--- src/rtl/ram_port_arbiter_if.sv ---
// Requester-side command/response bus of the RAM port arbiter.
// The master modport is the client side; the slave modport is the arbiter side.
interface ram_port_arbiter_if #(
    parameter int NUM_REQ = 4,
    parameter int ADDR_W  = 6,
    parameter int DATA_W  = 8
);
    logic [NUM_REQ-1:0]        req_valid;
    logic [NUM_REQ-1:0]        req_wr;
    logic [NUM_REQ*ADDR_W-1:0] req_addr;
    logic [NUM_REQ*DATA_W-1:0] req_wdata;
    logic [NUM_REQ-1:0]        gnt;
    logic [NUM_REQ-1:0]        rsp_valid;
    logic [DATA_W-1:0]         rsp_rdata;

    modport master (
        output req_valid, req_wr, req_addr, req_wdata,
        input  gnt, rsp_valid, rsp_rdata
    );

    modport slave (
        input  req_valid, req_wr, req_addr, req_wdata,
        output gnt, rsp_valid, rsp_rdata
    );
endinterface

--- src/rtl/ram_port_arbiter.sv ---
// Round-robin arbiter sharing one RAM port among NUM_REQ requesters, with
// per-read owner tracking so read data returns to the requester that issued it.
module ram_port_arbiter #(
    parameter int NUM_REQ = 4,
    parameter int ADDR_W  = 6,
    parameter int DATA_W  = 8,
    parameter int RD_LAT  = 1
) (
    input  logic              clk,
    input  logic              rst_n,
    ram_port_arbiter_if.slave bus,
    output logic              mem_en,
    output logic              mem_wr,
    output logic [ADDR_W-1:0] mem_addr,
    output logic [DATA_W-1:0] mem_din,
    input  logic [DATA_W-1:0] mem_dout
);

    localparam int ID_W = $clog2(NUM_REQ);

    typedef struct packed {
        logic            valid;
        logic [ID_W-1:0] id;
    } rd_tag_t;

    logic [ID_W-1:0]    ptr;
    logic [ID_W-1:0]    win_id;
    logic               win_found;
    logic               win_valid;
    logic [NUM_REQ-1:0] gnt;
    logic [NUM_REQ-1:0] rsp_valid;
    logic [DATA_W-1:0]  rdata_hold;
    rd_tag_t            rd_pipe [RD_LAT];

    // First valid requester at or after ptr, wrapping around.
    // NOTE: every output of this block is assigned a default up front so no path leaves it unassigned (no latch).
    always_comb begin
        win_found = 1'b0;
        win_id    = '0;
        for (int i = 0; i < NUM_REQ; i++) begin
            int idx;
            idx = int'(ptr) + i;
            if (idx >= NUM_REQ) idx = idx - NUM_REQ;
            if (!win_found && bus.req_valid[idx]) begin
                win_found = 1'b1;
                win_id    = ID_W'(idx);
            end
        end
    end

    assign win_valid = win_found && rst_n;

    always_comb begin
        gnt = '0;
        if (win_valid) gnt[win_id] = 1'b1;
    end

    assign bus.gnt       = gnt;
    assign bus.rsp_valid = rsp_valid;
    // Read data comes straight from the RAM in the response cycle and is held afterwards.
    assign bus.rsp_rdata = (|rsp_valid) ? mem_dout : rdata_hold;

    // NOTE: state updates use non-blocking assignments so every flop samples pre-edge values.
    always_ff @(posedge clk) begin
        if (!rst_n) begin
            ptr      <= '0;
            mem_en   <= 1'b0;
            mem_wr   <= 1'b0;
            mem_addr <= '0;
            mem_din  <= '0;
        end else begin
            mem_en <= win_valid;
            mem_wr <= win_valid && bus.req_wr[win_id];
            if (win_valid) begin
                ptr      <= (int'(win_id) == NUM_REQ - 1) ? '0 : win_id + 1'b1;
                mem_addr <= bus.req_addr[win_id*ADDR_W +: ADDR_W];
                mem_din  <= bus.req_wdata[win_id*DATA_W +: DATA_W];
            end
        end
    end

    // Owner tags follow each read through the RAM; the last stage is rsp_valid itself.
    always_ff @(posedge clk) begin
        if (!rst_n) begin
            for (int i = 0; i < RD_LAT; i++) rd_pipe[i] <= '0;
            rsp_valid  <= '0;
            rdata_hold <= '0;
        end else begin
            rd_pipe[0] <= '{valid: win_valid && !bus.req_wr[win_id], id: win_id};
            for (int i = 1; i < RD_LAT; i++) rd_pipe[i] <= rd_pipe[i-1];
            rsp_valid <= rd_pipe[RD_LAT-1].valid ? (NUM_REQ'(1) << rd_pipe[RD_LAT-1].id) : '0;
            if (|rsp_valid) rdata_hold <= mem_dout;
        end
    end

endmodule

--- src/flat_wrapper.sv ---
// flat-port wrapper written by rule: the top's interface ports become plain ports
module ram_port_arbiter_flat 
#(
    parameter int NUM_REQ = 4,
    parameter int ADDR_W  = 6,
    parameter int DATA_W  = 8,
    parameter int RD_LAT  = 1
)
  (clk, rst_n, mem_en, mem_wr, mem_addr, mem_din, mem_dout, bus_req_valid, bus_req_wr, bus_req_addr, bus_req_wdata, bus_gnt, bus_rsp_valid, bus_rsp_rdata);
  ram_port_arbiter_if #(.NUM_REQ(NUM_REQ), .ADDR_W(ADDR_W), .DATA_W(DATA_W)) bus_i ();
  input  logic clk;
  input  logic rst_n;
  output logic mem_en;
  output logic mem_wr;
  output logic [ADDR_W-1:0] mem_addr;
  output logic [DATA_W-1:0] mem_din;
  input  logic [DATA_W-1:0] mem_dout;
  input wire logic [$bits(bus_i.req_valid)-1:0] bus_req_valid;
  input wire logic [$bits(bus_i.req_wr)-1:0] bus_req_wr;
  input wire logic [$bits(bus_i.req_addr)-1:0] bus_req_addr;
  input wire logic [$bits(bus_i.req_wdata)-1:0] bus_req_wdata;
  output wire logic [$bits(bus_i.gnt)-1:0] bus_gnt;
  output wire logic [$bits(bus_i.rsp_valid)-1:0] bus_rsp_valid;
  output wire logic [$bits(bus_i.rsp_rdata)-1:0] bus_rsp_rdata;
  assign bus_i.req_valid = bus_req_valid;
  assign bus_i.req_wr = bus_req_wr;
  assign bus_i.req_addr = bus_req_addr;
  assign bus_i.req_wdata = bus_req_wdata;
  assign bus_gnt = bus_i.gnt;
  assign bus_rsp_valid = bus_i.rsp_valid;
  assign bus_rsp_rdata = bus_i.rsp_rdata;
  ram_port_arbiter #(.NUM_REQ(NUM_REQ), .ADDR_W(ADDR_W), .DATA_W(DATA_W), .RD_LAT(RD_LAT)) u_core (.clk(clk), .rst_n(rst_n), .bus(bus_i), .mem_en(mem_en), .mem_wr(mem_wr), .mem_addr(mem_addr), .mem_din(mem_din), .mem_dout(mem_dout));
endmodule
--- config.mk ---
export PLATFORM = sky130hd
export DESIGN_NAME = ram_port_arbiter_flat
export DESIGN_NICKNAME = d
export VERILOG_FILES = /design/src/rtl/ram_port_arbiter_if.sv /design/src/rtl/ram_port_arbiter.sv /design/src/flat_wrapper.sv
export SDC_FILE = /design/constraint.sdc
export NUM_CORES = 1
export LEC_CHECK = 0
export ABC_AREA = 1
export BUFFER_PORTS_ARGS = -buffer_cell sky130_fd_sc_hd__buf_2
export CAP_MARGIN = 5
export CORE_ASPECT_RATIO = 1.25
export CORE_UTILIZATION = 40
export DETAILED_ROUTE_END_ITERATION = 10
export PLACE_DENSITY = 0.66
export SYNTH_ARGS = -nofsm -noshare
export SYNTH_HDL_FRONTEND = slang
export SYNTH_SLANG_ARGS = --single-unit
--- constraint.sdc ---
create_clock -name clk -period 3.7 [get_ports clk]
set_input_delay 0.74 -clock clk [delete_from_list [all_inputs] [get_ports clk]]
set_output_delay 0.74 -clock clk [all_outputs]
set_load 0.01 [all_outputs]
==> results of run 1 <==
-- routing by layer --
metal | up-vias | wire length [um] | GRT usage, %
li1 | 1288 | - | -
met1 | 1054 | 2450 | 20.6
met2 | 81 | 2710 | 36.2
met3 | 6 | 301 | 3.49
met4 | 0 | 46 | 4.55
met5 | - | 0 | 0
-- kinds of logic after synthesis --
kind of cell / Yosys count / share of synthesized area, %
compound gates: 15 / 3.55
simple gates: 224 / 48.2
flops: 33 / 28.9
buf+inv: 84 / 17.2
fa+ha+maj: 4 / 2.19
-- synthesized netlist by cell type --
master / count
sky130_fd_sc_hd__nand2_1: 120
sky130_fd_sc_hd__inv_1: 63
sky130_fd_sc_hd__nand3_1: 34
sky130_fd_sc_hd__dfxtp_1: 33
sky130_fd_sc_hd__nand3b_1: 28
sky130_fd_sc_hd__nor2_1: 18
sky130_fd_sc_hd__o21ai_0: 10
sky130_fd_sc_hd__nand2_2: 7
sky130_fd_sc_hd__buf_2: 6
sky130_fd_sc_hd__buf_6: 5
sky130_fd_sc_hd__nand2_4: 5
sky130_fd_sc_hd__nand3_2: 5
sky130_fd_sc_hd__ha_1: 4
sky130_fd_sc_hd__clkbuf_1: 3
sky130_fd_sc_hd__inv_2: 3
sky130_fd_sc_hd__nor2_4: 2
sky130_fd_sc_hd__nor4_1: 2
sky130_fd_sc_hd__a21oi_1: 1
sky130_fd_sc_hd__a21oi_2: 1
sky130_fd_sc_hd__a31oi_1: 1
sky130_fd_sc_hd__buf_12: 1
sky130_fd_sc_hd__buf_4: 1
sky130_fd_sc_hd__buf_8: 1
sky130_fd_sc_hd__inv_4: 1
sky130_fd_sc_hd__nand4_1: 1
sky130_fd_sc_hd__nor2_2: 1
sky130_fd_sc_hd__o21ai_1: 1
sky130_fd_sc_hd__o22ai_1: 1
sky130_fd_sc_hd__or4_1: 1
-- per-stage QoR --
step	hold WS, ns	utilization [%]
2_1_floorplan	0.413	-
3_3_place_gp	0.437	50.5
3_5_place_dp	0.436	50.5
4_1_cts	0.453	52.1
5_1_grt	0.466	52.1
6_report	0.450	52.1
-- final cells by class --
class | count | area, um2
Fill cell | 581 | 2620
Multi-Input combinational cell | 243 | 1230
Sequential cell | 33 | 662
Timing Repair Buffer | 107 | 541
Inverter | 67 | 254
Tap cell | 64 | 80.1
Clock buffer | 5 | 68.8
Clock inverter | 3 | 17.5
-- cells in the final DEF (no fill, tap or decap), types with 3 or more instances in the layout --
master / n
sky130_fd_sc_hd__nand2_2: 7
sky130_fd_sc_hd__dfxtp_1: 32
sky130_fd_sc_hd__inv_1: 63
sky130_fd_sc_hd__buf_2: 105
sky130_fd_sc_hd__inv_2: 3
sky130_fd_sc_hd__ha_1: 4
sky130_fd_sc_hd__nand3b_1: 28
sky130_fd_sc_hd__nand2_4: 5
sky130_fd_sc_hd__nor2_1: 18
sky130_fd_sc_hd__nand3_1: 34
sky130_fd_sc_hd__nand3_2: 5
sky130_fd_sc_hd__clkbuf_8: 5
sky130_fd_sc_hd__nand2_1: 120
sky130_fd_sc_hd__o21ai_0: 10
-- power breakdown --
| group | switching (mW) | internal (mW) |
|---|---|---|
| logic | 1.08 | 0.581 |
| registers | 0.0717 | 0.484 |
| clock network | 0.134 | 0.130 |
-- path summary, 6_finish.rpt --
check | to | slack, ns | start
worst max-delay path | bus_gnt[3] | 0.36 | u_core.ptr[0]$_SDFFE_PN0P_
worst min-delay path | u_core.mem_din[7]$_SDFFE_PN0P_ | 0.45 | u_core.mem_din[7]$_SDFFE_PN0P_
worst max register to register | u_core.ptr[1]$_SDFFE_PN0P_ | 1.31 | u_core.ptr[0]$_SDFFE_PN0P_
worst min register to register | u_core.mem_din[7]$_SDFFE_PN0P_ | 0.45 | u_core.mem_din[7]$_SDFFE_PN0P_
-- state kept, by name, summed over array words and instances, names as in the netlist --
signal	count
u_core.bus.rsp_valid	4
u_core.mem_addr	6
u_core.mem_din	8
u_core.mem_en	1
u_core.mem_wr	1
u_core.ptr	2
u_core.rd_pipe	3
u_core.rdata_hold	8
-- timing repair --
item	4_1_cts	5_1_grt
hold buffers	0	0
hold endpoints to repair	0	0
endpoints found under the setup margin	0	2
resized for setup	0	1
-- critical path, stage by stage, from the launching register on --
cell	delay [ns]
sky130_fd_sc_hd__dfxtp_2	0.50
sky130_fd_sc_hd__inv_2	0.15
sky130_fd_sc_hd__nand2_1	0.08
sky130_fd_sc_hd__nand2_1	0.10
sky130_fd_sc_hd__nand2_1	0.10
sky130_fd_sc_hd__nand2_2	0.06
sky130_fd_sc_hd__nor2_4	0.12
sky130_fd_sc_hd__nand3_2	0.12
sky130_fd_sc_hd__nand2_4	0.27
sky130_fd_sc_hd__nand2_4	0.19
sky130_fd_sc_hd__inv_1	0.20
sky130_fd_sc_hd__ha_1	0.17
sky130_fd_sc_hd__inv_1	0.04
sky130_fd_sc_hd__nor2_1	0.08
sky130_fd_sc_hd__buf_2	0.13
==> summary.json, run 1 <==
{
  "floorplan.io_pins": {"value": 106},
  "cts-buffers-inserted": {"value": 5},
  "outcome": {"value": "finished, final reports clean"},
  "worst_setup_path_start_kind": {"value": "flop"},
  "port_buffers": {"value": 105},
  "die_area": {"value": 6030, "unit": "um2"},
  "tightestPinTransition": {"value": 0.623, "unit": "ns"},
  "horiz_die_dim": {"value": 69.7, "unit": "um"},
  "period_needed": {"value": 3.34, "unit": "ns"},
  "placement_rows": {"value": 30},
  "min_path_cells": {"value": 2},
  "setup_ws": {"value": 0.363, "unit": "ns"},
  "first_pass_iters": {"value": 4},
  "synthDominantCellAreaShare": {"value": 28.9, "unit": "%"},
  "clock_pin_slew_reported_for_the_worst_setup_and_hold_paths_after_clock_tree_synthesis": {"value": 0.07, "unit": "ns"},
  "route.detailed.wl_per_inst": {"value": 10.6, "unit": "um"},
  "ctsRootBufferMaster": {"value": "sky130_fd_sc_hd__clkbuf_8"},
  "netlist_top_cells_area": {"value": "sky130_fd_sc_hd__dfxtp_1, sky130_fd_sc_hd__nand2_1, sky130_fd_sc_hd__inv_1"},
  "cellLeakagePower": {"value": 1.75, "unit": "nW"},
  "drive_above_1_share": {"value": 30.8, "unit": "%"},
  "placed_cell_area": {"value": 2770, "unit": "um2"},
  "worstPathMaxFanout": {"value": 29},
  "report.final.setup_viol": {"value": 0},
  "area_growth_syn_to_layout": {"value": 24.8, "unit": "%"},
  "core_region_area": {"value": 5480, "unit": "um2"},
  "vias": {"value": 2429},
  "maximum_clock_frequency": {"value": 300, "unit": "MHz"},
  "die_height": {"value": 86.6, "unit": "um"},
  "critical_path_class": {"value": "flop to output pin"},
  "max_cap_viol_count": {"value": 0},
  "vias_in_the_first_global_route": {"value": 2262},
  "antenna-diode-count": {"value": 0},
  "syn_inst": {"value": 360},
  "synth.cell_area": {"value": 2290, "unit": "um2"},
  "remaining_global_route_overflow": {"value": 0},
  "max_slew_violations": {"value": 0},
  "dpl_worst_slack": {"value": 0.426, "unit": "ns"},
  "initial_core_util": {"value": 41.8, "unit": "%"},
  "clockBufferDepth": {"value": 2},
  "avgSynthCellArea": {"value": 6.36, "unit": "um2"},
  "clock_sinks": {"value": 33},
  "totalNegativeSetupSlack": {"value": 0, "unit": "ns"},
  "h_tree_depth": {"value": 2},
  "antenna_found_initial": {"value": 0},
  "worst_r2r_path_depth": {"value": 13},
  "clock-skew-final": {"value": 0.00552, "unit": "ns"},
  "placed_cells": {"value": 514},
  "endpoint_kind": {"value": "output pin"},
  "maxSlewHeadroom": {"value": 58.4, "unit": "%"},
  "postRouteWirelength": {"value": 5510, "unit": "um"},
  "final_hold_violation_count": {"value": 0},
  "first_iter_violations": {"value": 89},
  "synth.net_count": {"value": 438},
  "worstSkewPairLatency": {"value": 0.28, "unit": "ns"},
  "crit_arrival": {"value": 2.60, "unit": "ns"},
  "yosysSeqAreaShare": {"value": 28.9, "unit": "%"},
  "tritoncts_clock_tree": {"value": "done"},
  "via_per_inst": {"value": 4.65},
  "synth_cell_type_count": {"value": 29},
  "totalPowerFinal": {"value": 2.48, "unit": "mW"},
  "globalRouteTotalUtil": {"value": 18.6, "unit": "%"},
  "post_cts_buffers": {"value": 0},
  "first_pass_grt_wire_length": {"value": 9240, "unit": "um"},
  "timing.critical_path.required": {"value": 2.96, "unit": "ns"},
  "worst_hold_check_path_type": {"value": "flop to flop"},
  "finalCritPeriodShare": {"value": 90.2, "unit": "%"},
  "yosys.area.top_type": {"value": "sky130_fd_sc_hd__dfxtp_1"},
  "grt_max_degree": {"value": 30},
  "detail_route.drc_violations": {"value": 0},
  "final_nets": {"value": 535},
  "postRouteAntennaNets": {"value": 0},
  "gp_routability_congestion": {"value": 0.905},
  "fin_cells": {"value": 522},
  "power.density_cell_area": {"value": 868, "unit": "nW/um2"},
  "finalInstanceArea": {"value": 2860, "unit": "um2"},
  "grt_setup_unrepaired": {"value": "no"},
  "synth_seq_cells": {"value": 33},
  "detailedPlacementHpwl": {"value": 4130, "unit": "um"},
  "worst_ir_drop_vdd": {"value": 0.296, "unit": "mV"},
  "synth.yosys.warnings": {"value": 0}
}
(Power assumes the default switching activity.)
==> inputs of run 2 (changes only) <==
--- a/config.mk
+++ b/config.mk
@@ -13,2 +13,3 @@
 export DETAILED_ROUTE_END_ITERATION = 10
+export MAX_ROUTING_LAYER = met4
 export PLACE_DENSITY = 0.66
==> constraint.sdc (replaced) <==
create_clock -name clk -period 3.7 [get_ports clk]
set_input_delay 1.11 -clock clk [delete_from_list [all_inputs] [get_ports clk]]
set_output_delay 1.11 -clock clk [all_outputs]
set_load 0.01 [all_outputs]
==> run 2 against run 1 <==
Net effect: wire length fell by 2.7%; utilization is 1.1 points higher; clock skew hardly changed; combinational power rose by 8%; via count down 0.21%.
==> summary.json, run 2 (synthesis gave the netlist of run 1 again) <==
{
  "outcome": {"value": "finished, final reports clean"},
  "cts-buffers-inserted": {"value": 5},
  "crit_arrival": {"value": 2.43, "unit": "ns"},
  "via_per_inst": {"value": 4.58},
  "final_hold_violation_count": {"value": 0},
  "worst_ir_drop_vdd": {"value": 0.322, "unit": "mV"},
  "power.net_switching": {"value": 1.30, "unit": "mW"},
  "max_cap_viol_count": {"value": 0},
  "layout_top_registers": {"value": "u_core.mem_din: 8 flops, u_core.rdata_hold: 8 flops, u_core.mem_addr: 6 flops"},
  "setup_ws": {"value": 0.158, "unit": "ns"},
  "ctsRootBufferMaster": {"value": "sky130_fd_sc_hd__clkbuf_8"},
  "cellLeakagePower": {"value": 1.78, "unit": "nW"},
  "area_growth_syn_to_layout": {"value": 27.5, "unit": "%"},
  "detail_route.drc_violations": {"value": 0},
  "postRouteWirelength": {"value": 5360, "unit": "um"},
  "num-fill-cells": {"value": 578},
  "first_iter_violations": {"value": 120},
  "drive_above_1_share": {"value": 31.8, "unit": "%"},
  "clockBufferDepth": {"value": 2},
  "postRouteAntennaNets": {"value": 0},
  "detailedPlacementHpwl": {"value": 4140, "unit": "um"},
  "dpl_worst_slack": {"value": 0.130, "unit": "ns"},
  "placement_rows": {"value": 30},
  "antenna_found_initial": {"value": 0},
  "worst_setup_path_start_kind": {"value": "input pin"},
  "worstPathMaxFanout": {"value": 6},
  "maxSlewHeadroom": {"value": 59.3, "unit": "%"},
  "share_seq_of_total_power": {"value": 20.7, "unit": "%"},
  "layout.area.seq": {"value": 661, "unit": "um2"},
  "clock_sinks": {"value": 33},
  "gp_routability_congestion": {"value": 0.798},
  "hold_path.startpoint": {"value": "u_core.rd_pipe[0][0]$_SDFF_PN0_"},
  "p_int": {"value": 1.31, "unit": "mW"},
  "clock_pin_slew_reported_for_the_worst_setup_and_hold_paths_after_clock_tree_synthesis": {"value": 0.06, "unit": "ns"},
  "first_pass_iters": {"value": 4},
  "fin_cells": {"value": 529},
  "power_switching_share": {"value": 49.7, "unit": "%"},
  "comb_power_share": {"value": 69.0, "unit": "%"},
  "maximum_clock_frequency": {"value": 282, "unit": "MHz"},
  "h_tree_depth": {"value": 2},
  "die_area": {"value": 6030, "unit": "um2"},
  "initial_core_util": {"value": 41.8, "unit": "%"},
  "layout_commonest_cell": {"value": "sky130_fd_sc_hd__nand2_1"},
  "port_buffers": {"value": 105},
  "totalNegativeSetupSlack": {"value": 0, "unit": "ns"},
  "remaining_global_route_overflow": {"value": 0},
  "route.detailed.wl_per_inst": {"value": 10.1, "unit": "um"},
  "tritoncts_clock_tree": {"value": "done"},
  "core_region_area": {"value": 5480, "unit": "um2"},
  "final_nets": {"value": 543},
  "critical_path_class": {"value": "input pin to output pin"},
  "report.final.setup_viol": {"value": 0},
  "finalCritPeriodShare": {"value": 95.7, "unit": "%"},
  "timing.rr.start": {"value": "u_core.ptr[0]$_SDFFE_PN0P_"},
  "antenna-diode-count": {"value": 0},
  "final_core_utilization": {"value": 53.3, "unit": "%"},
  "clock-skew-final": {"value": 0.00555, "unit": "ns"},
  "power.share.clock": {"value": 10.3, "unit": "%"},
  "totalPowerFinal": {"value": 2.61, "unit": "mW"},
  "period_needed": {"value": 3.54, "unit": "ns"},
  "endpoint_kind": {"value": "output pin"},
  "tightestPinTransition": {"value": 0.610, "unit": "ns"},
  "placed_cells": {"value": 521},
  "vias_in_the_first_global_route": {"value": 2128},
  "postCtsHoldBufs": {"value": 0},
  "grt_setup_unrepaired": {"value": "no"},
  "rr_endpoint": {"value": "u_core.ptr[1]$_SDFFE_PN0P_"},
  "grt_max_degree": {"value": 29},
  "horiz_die_dim": {"value": 69.7, "unit": "um"},
  "vias": {"value": 2424},
  "worst_hold_check_path_type": {"value": "flop to flop"},
  "floorplan.io_pins": {"value": 106},
  "globalRouteTotalUtil": {"value": 19.0, "unit": "%"},
  "first_pass_grt_wire_length": {"value": 9100, "unit": "um"},
  "worst_r2r_path_depth": {"value": 11},
  "die_height": {"value": 86.6, "unit": "um"},
  "min_to": {"value": "u_core.bus.rsp_valid[2]$_SDFF_PN0_"},
  "ff2ff_setup_slack": {"value": 1.50, "unit": "ns"},
  "multi_input_area": {"value": 1240, "unit": "um2"},
  "timing.critical_path.required": {"value": 2.59, "unit": "ns"},
  "worstSkewPairLatency": {"value": 0.28, "unit": "ns"},
  "power.density_cell_area": {"value": 894, "unit": "nW/um2"},
  "min_path_cells": {"value": 1},
  "max_slew_violations": {"value": 0},
  "mostFrequentLayoutCells": {"value": "sky130_fd_sc_hd__nand2_1, sky130_fd_sc_hd__buf_2, sky130_fd_sc_hd__inv_1"}
}
run 2: worst max-delay path by stage:
stage               slack (ns)        startpoint    endpoint  cells past startpoint
global placement          0.15  bus_req_valid[2]  bus_gnt[3]                     14
global route             0.005  bus_req_valid[1]  bus_gnt[3]                     14
floorplan                 0.25  bus_req_valid[3]  bus_gnt[3]                     13
detailed placement        0.13  bus_req_valid[2]  bus_gnt[2]                     14
finish                    0.16  bus_req_valid[2]  bus_gnt[2]                     14
CTS                       0.13  bus_req_valid[2]  bus_gnt[2]                     14
run 2: power by group through the flow:
stage / Clock [mW] / Combinational (mW) / Sequential [mW]
after floorplan: 0 / 1.41 / 0.573
after global placement: 0 / 1.80 / 0.545
after detailed placement: 0 / 1.81 / 0.547
after CTS: 0.274 / 1.82 / 0.543
after global routing: 0.290 / 2.06 / 0.558
final: 0.269 / 1.80 / 0.541
run 2: cell type report:
class | instances | share of cell area [%]
clock buffer | 7 | 2.96
inverter | 67 | 8.70
multi-input combinational | 243 | 42.4
sequential | 33 | 22.6
tap | 64 | 2.74
timing repair buffer | 115 | 20.6
run 2: layer usage:
metal  track usage, %  vias up  routed length, um
met5                -        -                  0
met4             3.82        0                 22
met3             3.72        2                245
met2             35.9       68               2710
met1             20.7     1049               2390
li1                 -     1305                  -
run 2: critical path, stage by stage:
cell and delay (ns):
sky130_fd_sc_hd__buf_2 0.10, sky130_fd_sc_hd__inv_1 0.06, sky130_fd_sc_hd__nand2_1 0.08, sky130_fd_sc_hd__nand3_2 0.10, sky130_fd_sc_hd__nand2_4 0.07, sky130_fd_sc_hd__nor2_4 0.12
sky130_fd_sc_hd__nand3_2 0.11, sky130_fd_sc_hd__nand3_2 0.10, sky130_fd_sc_hd__nand2_4 0.07, sky130_fd_sc_hd__inv_4 0.09, sky130_fd_sc_hd__ha_1 0.14, sky130_fd_sc_hd__inv_1 0.04
sky130_fd_sc_hd__nor2_1 0.09, sky130_fd_sc_hd__buf_2 0.15
run 2: metrics by stage:
| step | cell area, um2 | hold slack (ns) |
|---|---|---|
| 5_1_grt | 2920 | 0.461 |
| 3_3_place_gp | 2820 | 0.432 |
| 2_1_floorplan | 2290 | 0.413 |
| 3_5_place_dp | 2820 | 0.433 |
| 6_report | 2920 | 0.441 |
| 4_1_cts | 2910 | 0.443 |
run 2: timing repair:
action                                  4_1_cts  5_1_grt
gates resized for setup                       0        2
setup buffers                                 0        1
endpoints found under the setup margin        0        2
==> inputs of run 3 (changes only) <==
CELL_PAD_IN_SITES_DETAIL_PLACEMENT = 0   (was default)
CELL_PAD_IN_SITES_GLOBAL_PLACEMENT = 2   (was default)
CORE_UTILIZATION = 25   (was 40)
PLACE_DENSITY = 0.81   (was 0.66)
==> run 3 against run 2 <==
Net effect: die area increased by 58%; combinational power increased by 3%; global-route usage decreased by 3.9 points; final cell count increased by 11%; largest power group unchanged; clock-buffer cell count decreased by 2; sequential share of layout area decreased by 0.98 points; flip-flop and latch count unchanged.
==> summary.json, run 3 (synthesis gave the netlist of run 1 again) <==
{
  "mostFrequentLayoutCells": {"value": "sky130_fd_sc_hd__nand2_1, sky130_fd_sc_hd__buf_2, sky130_fd_sc_hd__inv_1"},
  "totalNegativeSetupSlack": {"value": 0, "unit": "ns"},
  "layout.area.seq": {"value": 661, "unit": "um2"},
  "layout_top_registers": {"value": "u_core.mem_din: 8 flops, u_core.rdata_hold: 8 flops, u_core.mem_addr: 6 flops"},
  "clock_pin_slew_reported_for_the_worst_setup_and_hold_paths_after_clock_tree_synthesis": {"value": 0.08, "unit": "ns"},
  "core_region_area": {"value": 8800, "unit": "um2"},
  "placement_rows": {"value": 38},
  "vias_in_the_first_global_route": {"value": 2340},
  "multi_input_area": {"value": 1250, "unit": "um2"},
  "min_path_cells": {"value": 2},
  "first_pass_grt_wire_length": {"value": 10900, "unit": "um"},
  "final_core_utilization": {"value": 34.7, "unit": "%"},
  "ff2ff_setup_slack": {"value": 1.48, "unit": "ns"},
  "first_pass_iters": {"value": 4},
  "die_height": {"value": 109, "unit": "um"},
  "ctsRootBufferMaster": {"value": "sky130_fd_sc_hd__clkbuf_8"},
  "postRouteAntennaNets": {"value": 0},
  "clockBufferDepth": {"value": 2},
  "detail_route.drc_violations": {"value": 0},
  "slowest_delay": {"value": 0.17, "unit": "ns"},
  "port_buffers": {"value": 105},
  "route.detailed.wl_per_inst": {"value": 11.4, "unit": "um"},
  "die_area": {"value": 9550, "unit": "um2"},
  "cts-buffers-inserted": {"value": 5},
  "max_slew_violations": {"value": 0},
  "final_nets": {"value": 543},
  "rr_endpoint": {"value": "u_core.ptr[1]$_SDFFE_PN0P_"},
  "critical_path_class": {"value": "input pin to output pin"},
  "finalCritPeriodShare": {"value": 97.4, "unit": "%"},
  "timing.critical_path.required": {"value": 2.59, "unit": "ns"},
  "clock_sinks": {"value": 33},
  "cellLeakagePower": {"value": 1.81, "unit": "nW"},
  "timing.rr.start": {"value": "u_core.ptr[1]$_SDFFE_PN0P_"},
  "worstSkewPairLatency": {"value": 0.29, "unit": "ns"},
  "worstPathMaxFanout": {"value": 5},
  "report.final.setup_viol": {"value": 0},
  "via_per_inst": {"value": 4.06},
  "antenna-diode-count": {"value": 0},
  "floorplan.io_pins": {"value": 106},
  "timing.critical_path.max_delay_family": {"value": "simple AND/OR/NAND/NOR gates"},
  "remaining_global_route_overflow": {"value": 0},
  "critical_path_buf_inv_count": {"value": 4},
  "vias": {"value": 2377},
  "worst_ir_drop_vdd": {"value": 0.286, "unit": "mV"},
  "timing.critical_path.slowest_stage_cell": {"value": "sky130_fd_sc_hd__nor2_1"},
  "crit_arrival": {"value": 2.49, "unit": "ns"},
  "maxSlewHeadroom": {"value": 52.5, "unit": "%"},
  "power.density_cell_area": {"value": 920, "unit": "nW/um2"},
  "period_needed": {"value": 3.60, "unit": "ns"},
  "horiz_die_dim": {"value": 87.6, "unit": "um"},
  "postRouteWirelength": {"value": 6680, "unit": "um"},
  "grt_setup_unrepaired": {"value": "no"},
  "timing.critical_path.cells": {"value": "buf_2 > inv_1 > nand2_1 > nand3_2 > nand2_4 > nor2_4 > nand4_1 > nand2_4 > ha_1 > inv_1 > nor2_1 > buf_2"},
  "hold_path.startpoint": {"value": "u_core.mem_addr[3]$_SDFFE_PN0P_"},
  "first_iter_violations": {"value": 68},
  "endpoint_kind": {"value": "output pin"},
  "final_hold_violation_count": {"value": 0},
  "tritoncts_clock_tree": {"value": "done"},
  "area_growth_syn_to_layout": {"value": 33.3, "unit": "%"},
  "gp_routability_congestion": {"value": 0.817},
  "outcome": {"value": "finished, final reports clean"},
  "h_tree_depth": {"value": 2},
  "num-fill-cells": {"value": 1011},
  "min_to": {"value": "u_core.mem_addr[3]$_SDFFE_PN0P_"},
  "initial_core_util": {"value": 26.0, "unit": "%"},
  "maximum_clock_frequency": {"value": 278, "unit": "MHz"},
  "drive_above_1_share": {"value": 32.8, "unit": "%"},
  "worst_setup_path_start_kind": {"value": "input pin"},
  "clock-skew-final": {"value": 0.0110, "unit": "ns"},
  "layout_commonest_cell": {"value": "sky130_fd_sc_hd__nand2_1"},
  "grt_max_degree": {"value": 29},
  "globalRouteTotalUtil": {"value": 15.1, "unit": "%"},
  "postCtsHoldBufs": {"value": 0},
  "antenna_found_initial": {"value": 0},
  "tightestPinTransition": {"value": 0.711, "unit": "ns"},
  "worst_r2r_path_depth": {"value": 11},
  "detailedPlacementHpwl": {"value": 5010, "unit": "um"},
  "worst_hold_check_path_type": {"value": "flop to flop"},
  "max_cap_viol_count": {"value": 0}
}
[run 3: cell count changes in the layout (fill, tap and decap cells not counted), sizes merged]
| cell | change |
|---|---|
| clkbuf | -2 |
| bufinv | +2 |
| clkinv | +1 |
[run 3: power by group]
part	leakage (nW)	switching (mW)	internal, mW
Sequential	0.273	0.0542	0.482
Clock	0.0681	0.140	0.268
Combinational	1.47	1.18	0.686
[run 3: metal layers]
metal | GRT usage (%) | routed length [um] | vias up
met5 | - | 0 | -
met4 | 3.51 | 38 | 0
met3 | 3.26 | 375 | 4
met2 | 26.2 | 3250 | 70
met1 | 17.8 | 3010 | 998
li1 | - | - | 1305
[run 3: worst reg2reg max path: cells and delay by family (launching register included)]
kind	cells	cell delay, ns
DFF	1	0.44
buffers and inverters	3	0.36
and+or+nand+nor	7	1.17
AOI/OAI and AO/OA	1	0.17
[run 3: per-stage QoR]
| stage | cell area (um2) | worst slack [ns] | total power, mW | std cells | hold slack [ns] |
|---|---|---|---|---|---|
| floorplan | 2290 | 0.253 | 1.98 | 360 | 0.413 |
| global route | 3050 | 0.0000668 | 3.14 | 586 | 0.470 |
| CTS | 3030 | 0.0537 | 2.84 | 585 | 0.444 |
| detailed placement | 2890 | 0.0633 | 2.41 | 577 | 0.433 |
| global placement | 2890 | 0.0883 | 2.41 | 577 | 0.433 |
| finish | 3050 | 0.0980 | 2.81 | 586 | 0.450 |
[run 3: what timing repair did]
action | CTS | global route
endpoints found under the setup margin | 0 | 4
setup buffers | 0 | 1
resized for setup | 0 | 6
[run 3: cell type report]
cell class / count / share of cell area (%)
Multi-Input combinational cell: 243 / 41.0
Sequential cell: 33 / 21.6
Timing Repair Buffer: 115 / 19.7
Inverter: 67 / 8.32
Tap cell: 120 / 4.92
Clock buffer: 5 / 2.26
Clock inverter: 3 / 2.13
[run 3: how the worst max path moves through the flow]
stage / startpoint / to / slack (ns) / cells after the start
floorplan: bus_req_valid[3] / bus_gnt[3] / 0.25 / 13
global placement: bus_req_valid[2] / bus_gnt[0] / 0.09 / 12
global route: bus_req_valid[3] / bus_gnt[2] / 0.00007 / 14
finish: bus_req_valid[2] / bus_gnt[0] / 0.1 / 12
detailed placement: bus_req_valid[3] / bus_gnt[1] / 0.06 / 14
CTS: bus_req_valid[2] / bus_gnt[1] / 0.05 / 14
